$ cat config.mk
export PLATFORM = sky130hd
export DESIGN_NAME = dac_i2s_rx
export DESIGN_NICKNAME = d
export VERILOG_FILES = /design/src/rtl/dac_i2s_rx.sv
export SDC_FILE = /design/constraint.sdc
export NUM_CORES = 1
export LEC_CHECK = 0
export CORE_ASPECT_RATIO = 1.2
export CORE_MARGIN = 2
export CORE_UTILIZATION = 59
export DETAILED_ROUTE_END_ITERATION = 8
export PLACE_DENSITY_LB_ADDON = 0.05
export SYNTH_ARGS = -nofsm -noshare
export SYNTH_HDL_FRONTEND = slang
export SYNTH_SLANG_ARGS = --single-unit
$ cat constraint.sdc
create_clock -name CLK -period 3.2 [get_ports CLK]
set_clock_uncertainty 0.05 [all_clocks]
set_input_delay 0.48 -clock CLK [delete_from_list [all_inputs] [get_ports CLK]]
set_output_delay 0.48 -clock CLK [all_outputs]
set_load 0.02 [all_outputs]
$ cat src/rtl/dac_i2s_rx.sv
// I2S receiver: samples an external BCLK/LRCLK/DIN stream on CLK and presents L/R sample pairs.
// Define DAC_I2S_RX_PHILIPS_EN for Philips I2S framing (MSB one BCLK after the LRCLK edge).
`timescale 1ns/1ps
module dac_i2s_rx #(
  parameter int bit_width = 16,
  parameter int out_width = 16
) (
  input  logic                 CLK,
  input  logic                 RESET_n,
  input  logic                 BCLK,
  input  logic                 LRCLK,
  input  logic                 DIN,
  output logic [out_width-1:0] OUT_L,
  output logic [out_width-1:0] OUT_R,
  output logic                 VALID,
  output logic                 LOCKED
);

  localparam int CW = $clog2(bit_width + 1);
  localparam logic [CW-1:0]        BW_C  = CW'(bit_width);
  localparam logic [bit_width-1:0] MSB_C = {1'b1, {(bit_width-1){1'b0}}};

  // Left-aligned resize: keep the top bits, or pad with zeros below.
  function automatic logic [out_width-1:0] fmt(input logic [bit_width-1:0] w);
    logic [bit_width+out_width-1:0] t;
    t = {w, {out_width{1'b0}}};
    return t[bit_width+out_width-1 -: out_width];
  endfunction

  logic [2:0]           bclk_sync_q, bclk_sync_d;
  logic [1:0]           lrclk_sync_q, lrclk_sync_d;
  logic [1:0]           din_sync_q, din_sync_d;
  logic                 primed_q, primed_d;
  logic                 lr_prev_q, lr_prev_d;
  logic                 locked_q, locked_d;
  logic [bit_width-1:0] shift_q, shift_d;
  logic [CW-1:0]        cnt_q, cnt_d;
  logic [bit_width-1:0] hold_l_q, hold_l_d;
  logic                 hold_l_vld_q, hold_l_vld_d;
  logic [out_width-1:0] out_l_q, out_l_d;
  logic [out_width-1:0] out_r_q, out_r_d;
  logic                 valid_q, valid_d;

  logic strobe, lr_s, d_s, lr_eff;

  assign strobe = bclk_sync_q[2] & ~bclk_sync_q[1];
  assign lr_s   = lrclk_sync_q[1];
  assign d_s    = din_sync_q[1];

`ifdef DAC_I2S_RX_PHILIPS_EN
  logic lr_dly_q, lr_dly_d;
  assign lr_eff = lr_dly_q;

  always_comb begin
    lr_dly_d = lr_dly_q;
    if (strobe) lr_dly_d = lr_s;
  end

  always_ff @(posedge CLK or negedge RESET_n) begin
    if (!RESET_n) lr_dly_q <= 1'b0;
    else          lr_dly_q <= lr_dly_d;
  end
`else
  assign lr_eff = lr_s;
`endif

  always_comb begin
    bclk_sync_d  = {bclk_sync_q[1:0], BCLK};
    lrclk_sync_d = {lrclk_sync_q[0], LRCLK};
    din_sync_d   = {din_sync_q[0], DIN};
    primed_d     = primed_q;
    lr_prev_d    = lr_prev_q;
    locked_d     = locked_q;
    shift_d      = shift_q;
    cnt_d        = cnt_q;
    hold_l_d     = hold_l_q;
    hold_l_vld_d = hold_l_vld_q;
    out_l_d      = out_l_q;
    out_r_d      = out_r_q;
    valid_d      = 1'b0;
    if (strobe) begin
      // The first strobe only learns the current LRCLK level, so a static
      // LRCLK at reset release is never mistaken for a transition.
      if (!primed_q) begin
        primed_d  = 1'b1;
        lr_prev_d = lr_s;
      end else if (lr_eff != lr_prev_q) begin
        lr_prev_d = lr_eff;
        locked_d  = 1'b1;
        shift_d   = d_s ? MSB_C : '0;
        cnt_d     = CW'(1);
        if (locked_q) begin
          if (!lr_prev_q) begin
            hold_l_d     = shift_q;
            hold_l_vld_d = 1'b1;
          end else if (hold_l_vld_q) begin
            out_l_d = fmt(hold_l_q);
            out_r_d = fmt(shift_q);
            valid_d = 1'b1;
          end
        end
      end else if (cnt_q < BW_C) begin
        if (d_s) shift_d = shift_q | (MSB_C >> cnt_q);
        cnt_d = cnt_q + CW'(1);
      end
    end
  end

  always_ff @(posedge CLK or negedge RESET_n) begin
    if (!RESET_n) begin
      bclk_sync_q  <= '0;
      lrclk_sync_q <= '0;
      din_sync_q   <= '0;
      primed_q     <= 1'b0;
      lr_prev_q    <= 1'b0;
      locked_q     <= 1'b0;
      shift_q      <= '0;
      cnt_q        <= '0;
      hold_l_q     <= '0;
      hold_l_vld_q <= 1'b0;
      out_l_q      <= '0;
      out_r_q      <= '0;
      valid_q      <= 1'b0;
    end else begin
      bclk_sync_q  <= bclk_sync_d;
      lrclk_sync_q <= lrclk_sync_d;
      din_sync_q   <= din_sync_d;
      primed_q     <= primed_d;
      lr_prev_q    <= lr_prev_d;
      locked_q     <= locked_d;
      shift_q      <= shift_d;
      cnt_q        <= cnt_d;
      hold_l_q     <= hold_l_d;
      hold_l_vld_q <= hold_l_vld_d;
      out_l_q      <= out_l_d;
      out_r_q      <= out_r_d;
      valid_q      <= valid_d;
    end
  end

  assign OUT_L  = out_l_q;
  assign OUT_R  = out_r_q;
  assign VALID  = valid_q;
  assign LOCKED = locked_q;

endmodule
-- After elaboration in Yosys (flattened, before gate mapping)
Cells that the tools add are included.
- register bits after elaboration: 81
- output and inout bits: 34
- input bits: 5
- shift-type cells: 1
- muxes and demuxes: 14
- order comparisons: 1
- reduce and logical (&&, ||, !) cells: 8
- add/sub/neg operators: 1
- equal/unequal tests: 2
- bitwise operators: 4
- operator list (operator ; number):
    $mux W16 ; 4
    $or A16 B16 Y16 ; 1
    $shr A16 B5 Y16 const A ; 1
    $mux W5 ; 2
    $mux W1 ; 8
    $reduce_and A3 Y1 ; 2
    $reduce_and A6 Y1 ; 1
    $add A5 B1 Y5 const B ; 1
    $lt A5 B5 Y1 const B ; 1
    $reduce_and A5 Y1 ; 1
    $reduce_and A4 Y1 ; 1
    $reduce_bool A2 Y1 ; 2
    $ne A2 B1 Y1 const B ; 1
    $not A1 Y1 ; 2
    $reduce_and A2 Y1 ; 1
    $and A1 B1 Y1 ; 1
    $ne A1 B1 Y1 ; 1

-- Depth between registers and ports, before layout
- word-level depth: 6
- gate-level depth with buffers: 7

-- Worst setup path before layout
OpenSTA, ideal clock, no wires.
- path kind: register to register
- start: register primed_q
- end: register hold_l_q[10]
- setup slack: 1.530 ns
- cell stages (with the launch flop): 8
- data arrival time: 1.495 ns
- period minus slack after synthesis: 1.670 ns
- path buffers: 4
- cell sequence: dfrtp_1 > buf_6 > and3b_1 > buf_6 > and4b_1 > buf_6 > buf_12 > mux2_4
- longest elaborated chain between the ends: 1
- RTL lines (element ; RTL line ; RTL):
    start, declared ; 33 ; logic primed_q, primed_d;
    start signal, assigned ; 128 ; primed_q <= primed_d;
    $reduce_and A5 Y1 (no source line) ; - ;
    end signal, assigned ; 133 ; hold_l_q <= hold_l_d;
    end, declared ; 38 ; logic [bit_width-1:0] hold_l_q, hold_l_d;
Every way passes these cells.
A chain may end at the register's enable or synchronous reset.

-- Worst setup path in the final report
- start: register primed_q
- end: register hold_l_q[2]
The elaborated chain is that of the path after synthesis.

==> results.txt <==
- Share of post-route cells with drive strength above 1: 0.278
- TritonCTS clock tree: built
- The min-delay analysis places its worst path in the category input port to asynchronous set/reset pin.
- Remaining antenna violation count: 0
* Sum of routed wire length over all layers: 5.73 mm
* Required time at the worst-slack endpoint: 3.38 ns
* Capturing element type of the critical path: flop
- Max Clk Rate: 455 MHz
- Synthesis produced 207 cells.
- Cts bufs inserted: 9
* Detailed Routing Iterations Pass 1: 4
* Buffers on Ports: 38
* GR Overflow Total: 0
* Rows: 29
- In this run the cell area of the synthesized design comes to 3190 sq um.
- For this run, the number of Yosys warnings is 0.
- Flop and latch count out of synthesis: 81
* Area growth from synthesis to layout: 19.6%
- Ports placed on the boundary: 39
* Final number of hold-violating endpoints: 0
- Tmin final: 2.20 ns
* Most used cells in the layout excluding fill and tap cells: dfrtp_1 (81), mux2_2 (40), clkdlybuf4s50_1 (37)
* Die X: 71.1 um
- Power spread over the standard cell area amounts to 630 nW/um^2.
* Average wire per standard cell: 18.1 um
- Slew margin rel.: 0.357
- Dividing the detail-routed via count by the number of cells gives 5.81.
- Height of the chip: 84.6 um
- Post-synthesis sequential area ratio: 0.635
- Counting every net in the synthesized netlist gives 218.
* Total negative setup slack: 0 ns
- The clock passes through at most 2 buffers.
- Cell at the root of the clock tree: clkbuf_8
- For this run, the post-layout net count is 263.
* Clock Latency Late Sink: 0.34 ns
- Critical path data arrival time: 2.38 ns
* DRC marker count from the first detailed-route iteration: 121
- Setup slack after layout: 1.00 ns
- Most common cell after layout, fill and taps aside: dfrtp_1
- Maximum capacitance violations: 0
- Overall via count from detail_route: 1843
* Via count of the first global-routing pass: 1869
- Worst-path clk slew: 0.07 ns
* Leakage power summed over all cells: 1.80 nW
- CTS hold repair buffers: 0
* Maximum ir drop on the vdd rail: 0.000489 V
- Pin count of the biggest net entering global routing: 82
- OpenSTA, run right after detailed placement, puts the worst setup slack at 1.02 ns.
* Post-layout instance area: 3820 sq um
- After synthesis, the netlist uses 31 different library cells.
- By startpoint and endpoint, the worst setup path is classified as flop to flop.
* Fin. max-slew vios: 0
- The placed instances occupy a cell area of 3600 sq um.
- Initial antenna violation count: 0
- Diode insertion count for antenna repair: 0
* Depth of the CTS H-tree: 3
* Largest fanout of any net on the critical path: 10
- Setup violations remaining at the end of the flow were counted as 0.
- The first global-routing pass estimated 9.43 mm of wire.
* PostCTS Resize Cnt: 0
- Area of the core: 5260 sq um
* Part of the cycle the worst path needs: 0.687
- A synthesized cell averages 15.4 sq um.
* TritonCTS Sinks: 81
- The HPWL after detailed placement is 3.88 mm.
* Transition at the pin with the smallest max-transition slack: 0.965 ns
* Post-CTS setup buffer count: 0
- Result of the run: complete, no violations
- Total GRT Usage: 0.207
* DIE AREA: 6010 sq um
- The worst setup path is launched from a flop.
* Routability congestion estimate from global placement: 0.858
- Unrepaired setup endpoints after global routing: no
* DRC Markers: 0
- For this configuration, the core starts out at a cell density of 0.606.
==> worst paths after layout <==
check / start / end / slack, ns / depth (start not counted)
max reg2reg: primed_q / hold_l_q[2] / 1.00 / 4
max: primed_q / hold_l_q[2] / 1.00 / 4
min in group CLK: bclk_sync_q[0] / bclk_sync_q[1] / 0.29 / 0
min: RESET_n / OUT_L[10] / 0.23 / 1
min reg2reg: bclk_sync_q[0] / bclk_sync_q[1] / 0.29 / 0
max in group asynchronous: RESET_n / OUT_R[6] / 2.24 / 1
==> synth_stat cells, drive strengths merged <==
cell type   n  share of area
nor2b       1         0.0020
or2         1         0.0020
nand2       1         0.0012
xor2        1         0.0027
mux2       49           0.18
a21o        1         0.0024
a21oi       1         0.0016
and4b       1         0.0031
or4         3         0.0071
inv         5         0.0059
nand4b      3         0.0082
mux2i       1         0.0031
a22o        2         0.0055
o21ai       4         0.0063
nor3        1         0.0016
xnor2       1         0.0027
buf         7          0.022
ha          6          0.024
and3b       1         0.0027
dfrtp      81           0.64
nand2b      3         0.0059
o2bb2ai     7          0.019
a31oi       1         0.0020
and4bb      1         0.0039
a41oi      10          0.027
nor2       13          0.016
nand3b      1         0.0035
==> flip-flops by register name, indices dropped and copies added (netlist names) <==
register and cells:
OUT_R 16, lrclk_sync_q 2, primed_q 1, cnt_q 5
shift_q 16, hold_l_vld_q 1, din_sync_q 2, lr_prev_q 1
bclk_sync_q 3, LOCKED 1, VALID 1, hold_l_q 16
OUT_L 16
==> critical path: stages (launching register included) <==
cell and delay, ns:
dfrtp_1 0.51, and3b_1 0.35, and4b_1 0.52, buf_4 0.30, mux2_2 0.36
==> cells by family (layout without fill, tap and decap cells) <==
group	after synthesis	in the layout	synth area share
AOI/OAI and AO/OA	26	26	0.0643
adders and majority gates	6	6	0.0235
buffers and inverters	12	60	0.0274
and+or+nand+nor	30	30	0.0573
muxes	50	50	0.187
xor gates and xnor gates	2	2	0.00549
DFF	81	81	0.635
==> layer usage <==
| metal | up-vias | global-route usage | share of wire |
|---|---|---|---|
| met5 | - | 0 | 0 |
| met1 | 935 | 0.282 | 0.45 |
| met3 | 10 | 0.0540 | 0.045 |
| li1 | 844 | - | - |
| met4 | 0 | 0.0840 | 0.015 |
| met2 | 54 | 0.319 | 0.49 |
==> area by class of cell <==
cell class                      count  area [sq um]
Sequential cell                    81          2030
Fill cell                         352          1450
Multi-Input combinational cell    114          1080
Timing Repair Buffer               41           400
Clock buffer                       11           151
Tap cell                           62          77.6
Clock inverter                      3          65.1
Inverter                            5          18.8
==> metrics by stage <==
step                utilization  std cells  power [mW]  hold slack, ns
detailed placement        0.684        303        1.62           0.285
floorplan                     -        207        1.44           0.134
CTS                       0.725        317        2.42           0.277
global route              0.725        317        2.51           0.313
finish                    0.725        317        2.40           0.234
global placement          0.684        303        1.60           0.284
==> power by group <==
group | internal [mW] | leakage (nW) | switching (mW)
Clock | 0.472 | 0.111 | 0.331
Combinational | 0.193 | 0.605 | 0.192
Sequential | 1.13 | 1.08 | 0.0874
Note: power is estimated with default switching activity, not from simulation.
